[src/rtl/fads_pkg.sv]
// Shared definitions for the FADS droplet sorter: FSM encoding, register map
// offsets and reset defaults for the configuration registers.
package fads_pkg;

    // Upper bound on the number of evaluated ADC channels.
    localparam int unsigned ChnMax = 4;

    typedef enum logic [2:0] {
        StIdle      = 3'd0,
        StDroplet   = 3'd1,
        StEval      = 3'd2,
        StSortDelay = 3'd3,
        StSortPulse = 3'd4
    } state_e;

    // Register offsets within the 20-bit decoded bus window.
    localparam logic [19:0] AddrCtrl     = 20'h00000;
    localparam logic [19:0] AddrNoise    = 20'h00004;
    localparam logic [19:0] AddrWmin     = 20'h00008;
    localparam logic [19:0] AddrWmax     = 20'h0000C;
    localparam logic [19:0] AddrDelay    = 20'h00010;
    localparam logic [19:0] AddrLen      = 20'h00014;
    localparam logic [19:0] AddrDropCnt  = 20'h00018;
    localparam logic [19:0] AddrPosCnt   = 20'h0001C;
    localparam logic [19:0] AddrMissCnt  = 20'h00020;
    localparam logic [19:0] AddrLastW    = 20'h00024;
    localparam logic [19:0] AddrStatus   = 20'h00028;
    localparam logic [19:0] AddrLastTs   = 20'h0002C;
    localparam logic [19:0] AddrSortTs   = 20'h00030;
    localparam logic [19:0] AddrLowBase  = 20'h00040;
    localparam logic [19:0] AddrHighBase = 20'h00044;
    localparam logic [19:0] AddrPeakBase = 20'h00080;

    // Reset defaults.
    localparam int NoiseThrDef = 15;
    localparam int LowThrDef   = 15;
    localparam int HighThrDef  = 255;
    localparam int LenDef      = 1000;

endpackage

[src/rtl/fads_peak_tracker.sv]
// Signed running maximum of one ADC channel across a droplet.
// load_i restarts the maximum from the current sample; en_i folds in a new sample.
module fads_peak_tracker
    import fads_pkg::*;
#(
    parameter int unsigned DWT = 14
) (
    input  logic           clk_i,
    input  logic           rst_i,
    input  logic           load_i,
    input  logic           en_i,
    input  logic [DWT-1:0] sample_i,
    output logic [DWT-1:0] peak_o
);

    logic [DWT-1:0] peak_d, peak_q;

    // Next maximum: load wins over compare-and-update.
    always_comb begin
        peak_d = peak_q;
        if (load_i) begin
            peak_d = sample_i;
        end else if (en_i && ($signed(sample_i) > $signed(peak_q))) begin
            peak_d = sample_i;
        end
    end

    // Peak register, synchronous reset.
    always_ff @(posedge clk_i) begin
        if (rst_i) begin
            peak_q <= '0;
        end else begin
            peak_q <= peak_d;
        end
    end

    assign peak_o = peak_q;

endmodule

[src/rtl/fads_droplet_sorter.sv]
// Multi-channel FADS droplet sorter: gate detection on channel 0, per-channel peak
// tracking, window classification, delayed fixed-length sort pulse, and a bus
// register file with event counters.
// Optional build macro FADS_TIMESTAMP_EN adds a free-running cycle counter captured
// at each evaluation and at each sort pulse start.
module fads_droplet_sorter
    import fads_pkg::*;
#(
    parameter int unsigned CHN = 2,
    parameter int unsigned DWT = 14,
    parameter int unsigned MEM = 32
) (
    input  logic               adc_clk_i,
    input  logic               adc_rst_i,
    input  logic [CHN*DWT-1:0] adc_dat_i,
    output logic               sort_trig_o,
    output logic               sort_busy_o,
    output logic               droplet_o,
    input  logic [31:0]        sys_addr,
    input  logic [31:0]        sys_wdata,
    input  logic [3:0]         sys_sel,
    input  logic               sys_wen,
    input  logic               sys_ren,
    output logic [31:0]        sys_rdata,
    output logic               sys_err,
    output logic               sys_ack
);

    logic [19:0]    addr;
    logic           unused_bus;
    logic [DWT-1:0] sample [CHN];
    logic [DWT-1:0] peak   [CHN];

    // Configuration registers
    logic           enable_d, enable_q;
    logic [CHN-1:0] mask_d, mask_q;
    logic [DWT-1:0] noise_d, noise_q;
    logic [MEM-1:0] wmin_d, wmin_q, wmax_d, wmax_q, delay_d, delay_q, len_d, len_q;
    logic [DWT-1:0] low_d  [CHN];
    logic [DWT-1:0] low_q  [CHN];
    logic [DWT-1:0] high_d [CHN];
    logic [DWT-1:0] high_q [CHN];

    // Detection state
    state_e         state_d, state_q;
    logic [MEM-1:0] width_d, width_q, timer_d, timer_q, len_eff;
    logic           gate, gate_q, trk_load, trk_en, positive, in_eval, clr;

    // Counters and last-droplet capture
    logic [MEM-1:0] drop_cnt_d, drop_cnt_q, pos_cnt_d, pos_cnt_q, miss_cnt_d, miss_cnt_q;
    logic [MEM-1:0] last_w_d, last_w_q;
    logic [DWT-1:0] last_peak_d [CHN];
    logic [DWT-1:0] last_peak_q [CHN];

    // Bus response
    logic [31:0]    rdata_d, rdata_q;
    logic           ack_q;

    assign addr       = sys_addr[19:0];
    assign unused_bus = ^{sys_sel, sys_addr[31:20]};
    assign clr        = sys_wen && (addr == AddrCtrl) && sys_wdata[1];
    assign gate       = enable_q && ($signed(sample[0]) > $signed(noise_q));
    assign in_eval    = (state_q == StEval) && enable_q;
    assign len_eff    = (len_q == '0) ? MEM'(1) : len_q;

    for (genvar k = 0; k < CHN; k++) begin : g_chan
        assign sample[k] = adc_dat_i[k*DWT +: DWT];

        fads_peak_tracker #(
            .DWT (DWT)
        ) u_peak (
            .clk_i    (adc_clk_i),
            .rst_i    (adc_rst_i),
            .load_i   (trk_load),
            .en_i     (trk_en),
            .sample_i (sample[k]),
            .peak_o   (peak[k])
        );
    end

    // Configuration register writes; full-word, visible the cycle after sys_wen.
    always_comb begin
        enable_d = enable_q;
        mask_d   = mask_q;
        noise_d  = noise_q;
        wmin_d   = wmin_q;
        wmax_d   = wmax_q;
        delay_d  = delay_q;
        len_d    = len_q;
        low_d    = low_q;
        high_d   = high_q;
        if (sys_wen) begin
            case (addr)
                AddrCtrl: begin
                    enable_d = sys_wdata[0];
                    mask_d   = sys_wdata[8 +: CHN];
                end
                AddrNoise: noise_d = sys_wdata[DWT-1:0];
                AddrWmin:  wmin_d  = MEM'(sys_wdata);
                AddrWmax:  wmax_d  = MEM'(sys_wdata);
                AddrDelay: delay_d = MEM'(sys_wdata);
                AddrLen:   len_d   = MEM'(sys_wdata);
                default: begin
                    for (int k = 0; k < CHN; k++) begin
                        if (addr == AddrLowBase + 20'(8 * k)) begin
                            low_d[k] = sys_wdata[DWT-1:0];
                        end
                        if (addr == AddrHighBase + 20'(8 * k)) begin
                            high_d[k] = sys_wdata[DWT-1:0];
                        end
                    end
                end
            endcase
        end
    end

    // Classification of the droplet just ended: width window plus masked peak windows.
    always_comb begin
        positive = (width_q >= wmin_q) && (width_q <= wmax_q);
        for (int k = 0; k < CHN; k++) begin
            if (mask_q[k] && (($signed(peak[k]) < $signed(low_q[k])) ||
                              ($signed(peak[k]) > $signed(high_q[k])))) begin
                positive = 1'b0;
            end
        end
    end

    // Detection FSM next state; a cleared enable overrides everything.
    always_comb begin
        state_d  = state_q;
        width_d  = width_q;
        timer_d  = timer_q;
        trk_load = 1'b0;
        trk_en   = 1'b0;
        unique case (state_q)
            StIdle: begin
                if (gate) begin
                    state_d  = StDroplet;
                    width_d  = MEM'(1);
                    trk_load = 1'b1;
                end
            end
            StDroplet: begin
                if (gate) begin
                    trk_en = 1'b1;
                    if (width_q != {MEM{1'b1}}) begin
                        width_d = width_q + MEM'(1);
                    end
                end else begin
                    state_d = StEval;
                end
            end
            StEval: begin
                timer_d = '0;
                if (!positive) begin
                    state_d = StIdle;
                end else if (delay_q == '0) begin
                    state_d = StSortPulse;
                end else begin
                    state_d = StSortDelay;
                end
            end
            StSortDelay: begin
                timer_d = timer_q + MEM'(1);
                // Compare against timer+1 so a delay shrunk mid-wait still terminates.
                if ((timer_q + MEM'(1)) >= delay_q) begin
                    state_d = StSortPulse;
                    timer_d = '0;
                end
            end
            StSortPulse: begin
                timer_d = timer_q + MEM'(1);
                if ((timer_q + MEM'(1)) >= len_eff) begin
                    state_d = StIdle;
                end
            end
            default: state_d = StIdle;
        endcase
        if (!enable_q) begin
            state_d = StIdle;
        end
    end

    // Event counters and last-droplet capture; a clear write beats an increment.
    always_comb begin
        drop_cnt_d  = drop_cnt_q;
        pos_cnt_d   = pos_cnt_q;
        miss_cnt_d  = miss_cnt_q;
        last_w_d    = last_w_q;
        last_peak_d = last_peak_q;
        if (in_eval) begin
            drop_cnt_d = drop_cnt_q + MEM'(1);
            last_w_d   = width_q;
            for (int k = 0; k < CHN; k++) begin
                last_peak_d[k] = peak[k];
            end
            if (positive) begin
                pos_cnt_d = pos_cnt_q + MEM'(1);
            end
        end
        if (((state_q == StSortDelay) || (state_q == StSortPulse)) && gate && !gate_q) begin
            miss_cnt_d = miss_cnt_q + MEM'(1);
        end
        if (clr) begin
            drop_cnt_d = '0;
            pos_cnt_d  = '0;
            miss_cnt_d = '0;
        end
    end

`ifdef FADS_TIMESTAMP_EN
    logic [MEM-1:0] ts_d, ts_q, last_ts_d, last_ts_q, sort_ts_d, sort_ts_q;

    // Free-running timestamp and its capture points.
    always_comb begin
        ts_d      = clr ? '0 : ts_q + MEM'(1);
        last_ts_d = in_eval ? ts_q : last_ts_q;
        sort_ts_d = ((state_d == StSortPulse) && (state_q != StSortPulse)) ? ts_q : sort_ts_q;
    end

    // Timestamp registers.
    always_ff @(posedge adc_clk_i) begin
        if (adc_rst_i) begin
            ts_q      <= '0;
            last_ts_q <= '0;
            sort_ts_q <= '0;
        end else begin
            ts_q      <= ts_d;
            last_ts_q <= last_ts_d;
            sort_ts_q <= sort_ts_d;
        end
    end
`endif

    // Read data mux; unmapped and out-of-range channel addresses return 0.
    always_comb begin
        rdata_d = '0;
        case (addr)
            AddrCtrl: begin
                rdata_d[0]         = enable_q;
                rdata_d[8 +: CHN]  = mask_q;
            end
            AddrNoise:   rdata_d = 32'($signed(noise_q));
            AddrWmin:    rdata_d = 32'(wmin_q);
            AddrWmax:    rdata_d = 32'(wmax_q);
            AddrDelay:   rdata_d = 32'(delay_q);
            AddrLen:     rdata_d = 32'(len_q);
            AddrDropCnt: rdata_d = 32'(drop_cnt_q);
            AddrPosCnt:  rdata_d = 32'(pos_cnt_q);
            AddrMissCnt: rdata_d = 32'(miss_cnt_q);
            AddrLastW:   rdata_d = 32'(last_w_q);
            AddrStatus:  rdata_d[2:0] = state_q;
`ifdef FADS_TIMESTAMP_EN
            AddrLastTs:  rdata_d = 32'(last_ts_q);
            AddrSortTs:  rdata_d = 32'(sort_ts_q);
`endif
            default: begin
                for (int k = 0; k < CHN; k++) begin
                    if (addr == AddrLowBase + 20'(8 * k)) begin
                        rdata_d = 32'($signed(low_q[k]));
                    end
                    if (addr == AddrHighBase + 20'(8 * k)) begin
                        rdata_d = 32'($signed(high_q[k]));
                    end
                    if (addr == AddrPeakBase + 20'(4 * k)) begin
                        rdata_d = 32'($signed(last_peak_q[k]));
                    end
                end
            end
        endcase
    end

    // State registers, synchronous active-high reset.
    always_ff @(posedge adc_clk_i) begin
        if (adc_rst_i) begin
            enable_q   <= 1'b0;
            mask_q     <= '1;
            noise_q    <= DWT'(NoiseThrDef);
            wmin_q     <= '0;
            wmax_q     <= '1;
            delay_q    <= '0;
            len_q      <= MEM'(LenDef);
            for (int k = 0; k < CHN; k++) begin
                low_q[k]       <= DWT'(LowThrDef);
                high_q[k]      <= DWT'(HighThrDef);
                last_peak_q[k] <= '0;
            end
            state_q    <= StIdle;
            width_q    <= '0;
            timer_q    <= '0;
            gate_q     <= 1'b0;
            drop_cnt_q <= '0;
            pos_cnt_q  <= '0;
            miss_cnt_q <= '0;
            last_w_q   <= '0;
            rdata_q    <= '0;
            ack_q      <= 1'b0;
        end else begin
            enable_q    <= enable_d;
            mask_q      <= mask_d;
            noise_q     <= noise_d;
            wmin_q      <= wmin_d;
            wmax_q      <= wmax_d;
            delay_q     <= delay_d;
            len_q       <= len_d;
            low_q       <= low_d;
            high_q      <= high_d;
            last_peak_q <= last_peak_d;
            state_q     <= state_d;
            width_q     <= width_d;
            timer_q     <= timer_d;
            gate_q      <= gate;
            drop_cnt_q  <= drop_cnt_d;
            pos_cnt_q   <= pos_cnt_d;
            miss_cnt_q  <= miss_cnt_d;
            last_w_q    <= last_w_d;
            rdata_q     <= rdata_d;
            ack_q       <= sys_wen | sys_ren;
        end
    end

    assign sort_trig_o = (state_q == StSortPulse);
    assign sort_busy_o = (state_q == StSortDelay) || (state_q == StSortPulse);
    assign droplet_o   = (state_q == StDroplet);
    assign sys_rdata   = rdata_q;
    assign sys_ack     = ack_q;
    assign sys_err     = 1'b0;

endmodule

[config.mk]
export PLATFORM = sky130hd
export DESIGN_NAME = fads_droplet_sorter
export DESIGN_NICKNAME = d
export VERILOG_FILES = /design/src/rtl/fads_pkg.sv /design/src/rtl/fads_peak_tracker.sv /design/src/rtl/fads_droplet_sorter.sv
export SDC_FILE = /design/constraint.sdc
export NUM_CORES = 1
export LEC_CHECK = 0
export ABC_AREA = 1
export CORE_UTILIZATION = 56
export DETAILED_ROUTE_END_ITERATION = 10
export PLACE_DENSITY = 0.77
export SETUP_SLACK_MARGIN = 0.5
export SLEW_MARGIN = 5
export SYNTH_ARGS = -nofsm -noshare
export SYNTH_HDL_FRONTEND = slang
export SYNTH_SLANG_ARGS = --single-unit
[constraint.sdc]
create_clock -name adc_clk_i -period 3.1 [get_ports adc_clk_i]
set_input_delay 0.465 -clock adc_clk_i [delete_from_list [all_inputs] [get_ports adc_clk_i]]
set_output_delay 0.465 -clock adc_clk_i [all_outputs]
set_load 0.005 [all_outputs]
==> results.yml <==
drt:
  num_vias: 30352
  drt_iter0_markers: 3725
  ant_nets: 0
  wl_met3_um: 13300
  wl_per_cell_um: 21.5
  wl_um: 107000
  vias_per_cell: 6.08
  dr.pass1.iters: 6
  drc: 0
  wl_met1_um: 42100
  routed-wl-met2_um: 45900
  top_layer: "met5"
floorplan:
  die_h_um: 227
  die-area_um2: 51400
  coreArea_um2: 49400
  ioPinCount: 137
  die_w_um: 227
  rows: 81
  start_util_pct: 57.3
logic_synthesis:
  synth_cell_type_count: 60
  ys_ff_latch: 486
  synth_cells: 3955
  synth-edff-count: 0
  synthFlopType: "dfxtp_1"
  syn-num-nets: 4282
  syn_area_um2: 28300
  async_flop_share_pct: 0
  yosys_warnings: 0
  yosysSeqAreaShare_pct: 34.4
  avgSynthCellArea_um2: 7.15
power:
  pwr-share-comb_pct: 3.6
  p_leak_nw: 15.1
  total_power_mw: 14.0
  powerDensity_nw_per_um2: 391
  p_sw_share_pct: 22.3
  p_int_mw: 10.9
  power_switching_mw: 3.13
  power_frac_clock_pct: 52.0
  seq_power_share_pct: 44.4
  vdd_drop_max_mv: 0.386
sta:
  setup_viol: 35
  hold_violations: 0
  layout_min_cycle_time_ns: 3.44
  worst_pin_slew_ns: 0.991
  rsz0062_at_grt: "true"
  slew_headroom_pct: 33.9
  setup_ws_ns: -0.343
  max_freq_mhz: 290
  tns_ns: -10.46
  finalMaxSlewViolations: 0
  min_period_over_period_pct: 111
  fin_hold_ws_ns: 0.279
  final.setup_skew_ns: 0.0178
clocking:
  cts_buffers: 54
  cts.path.max_buffers: 3
  clk_pin_slew_worst_paths_ns: 0.06
  worstSkewPairLatency_ns: 0.62
  h-tree-depth: 2
  clkSinkCount: 486
  cts_root_buf: "clkbuf_16"
  tritoncts: "built"
cells_and_area:
  final_cell_mix: "nand2_1 (648), inv_1 (513), a21oi_1 (449)"
  drive_above_1_share_pct: 18.4
  fill_cells: 3899
  multi_input_area_um2: 17100
  finalCoreUtilization_pct: 72.7
  syn2layout_area_growth_pct: 27.0
  nets: 4610
  register_area_um2: 9800
  final_common_cell: "nand2_1"
worst_hold_path:
  hold_class: "in2reg"
global_routing:
  grt_pass1_wl_um: 159000
  grt_overflow_total: 0
  first_global_vias: 27884
  grt.total_usage_pct: 40.4
  antenna_found_initial: 5
  grt_max_degree: 131
job:
  max_cap_viol_count: 0
outcome:
  status: "complete, but fails checks"
  violations: "setup timing"
placement:
  port_buffers: 119
  hpwl_um: 78200
  gp_congestion: 1.08
  dp_slack_ns: -0.236
critical_path:
  arrival_ns: 3.99
  endpoint_kind: "flip-flop"
  cp.required_ns: 3.64
  critPathLaunchType: "flip-flop"
  path_class: "reg2reg"
  cp_max_fo: 7
final timing paths:
path | from | endpoint | slack, ns | depth (start not counted)
worst min-delay path | adc_rst_i | sys_ack | 0.28 | 2
worst min register to register | last_w_q[29] | last_w_q[29] | 0.45 | 2
worst max-delay path | timer_q[6] | timer_q[12] | -0.34 | 20
worst max register to register | timer_q[6] | timer_q[12] | -0.34 | 20
synth_stat cells (19+ instances only):
library cell  number  area [µm²]
dfxtp_1          486        9730
xor2_1            61         534
nor3_1           106         531
nand3_1          124         621
ha_1             227        2840
clkbuf_1         115         432
inv_2             20        75.1
nand4_1           67         419
a21oi_1          484        2420
o22ai_1           81         507
buf_2             25         125
o221ai_1          30         263
nor2_1           228         856
inv_1            536        2010
o21ai_0          319        1600
nand2_1          700        2630
xnor2_1           19         166
o211ai_1          65         488
nor4_1            58         363
a211oi_1          19         143
logic make-up after synthesis:
logic type	count (synthesis)	synth area share [%]
and+or+nand+nor	1370	22.0
AOI/OAI and AO/OA	1068	21.1
buffers and inverters	723	9.98
DFF	486	34.4
adders and majority gates	227	10.0
xor gates and xnor gates	80	2.48
other	1	0.0133
timing repair:
action                                  in CTS  in global routing
cloned                                       2                  1
endpoints found under the setup margin     113                232
pin swaps                                   50                 89
buffers inserted                            23                 27
hold buffers                                 0                  0
resized for setup                          163                245
sequential cells by signal, summed over array words and instances, names as in the netlist, 32 cells and up:
| register | cells |
|---|---|
| delay_q | 32 |
| drop_cnt_q | 32 |
| last_w_q | 32 |
| len_q | 32 |
| miss_cnt_q | 32 |
| pos_cnt_q | 32 |
| sys_rdata | 32 |
| timer_q | 32 |
| width_q | 32 |
| wmax_q | 32 |
| wmin_q | 32 |
area by class of cell:
cell class	instances	share of cell area, %
inverter	564	6.01
sequential	486	27.3
clock buffer	69	4.37
timing repair buffer	430	11.1
tap	664	2.31
antenna	1	0.00697
clock inverter	29	1.23
multi-input combinational	2747	47.7
critical path: stages, from the launching register on:
cell     delay (ns)
dfxtp_2        0.36
nand2_4        0.08
buf_6          0.12
nor2_4         0.09
nand2_2        0.06
nor2_4         0.20
nand3_4        0.12
nor3_4         0.30
nand4_1        0.22
nor3_2         0.23
xnor2_1        0.15
inv_2          0.10
ha_1           0.30
nand4_1        0.15
nor2_1         0.08
nor4_2         0.16
nand2_2        0.13
nand2_4        0.15
buf_12         0.16
nand2_4        0.05
a21oi_2        0.14
power groups by stage:
| stage | Sequential [mW] | Combinational (mW) | Clock (mW) |
|---|---|---|---|
| 6_report | 6.24 | 0.506 | 7.30 |
| 4_1_cts | 6.24 | 0.475 | 7.29 |
| 3_5_place_dp | 6.38 | 0.466 | 0 |
| 5_1_grt | 6.24 | 0.538 | 7.54 |
| 2_1_floorplan | 6.38 | 0.211 | 0 |
| 3_3_place_gp | 6.38 | 0.461 | 0 |
through the flow:
| stage | area [µm²] | std cells |
|---|---|---|
| floorplan | 28300 | 3955 |
| global placement | 31800 | 4838 |
| detailed placement | 31800 | 4838 |
| CTS | 34600 | 4961 |
| global route | 35900 | 4989 |
| finish | 35900 | 4990 |
routing by layer:
metal  global-route usage [%]  up-vias
met5                     1.47        -
met4                     19.9        6
met3                     10.9      406
met2                     61.9     1774
met1                     52.1    14084
li1                         -    14082
(Power assumes the default switching activity.)
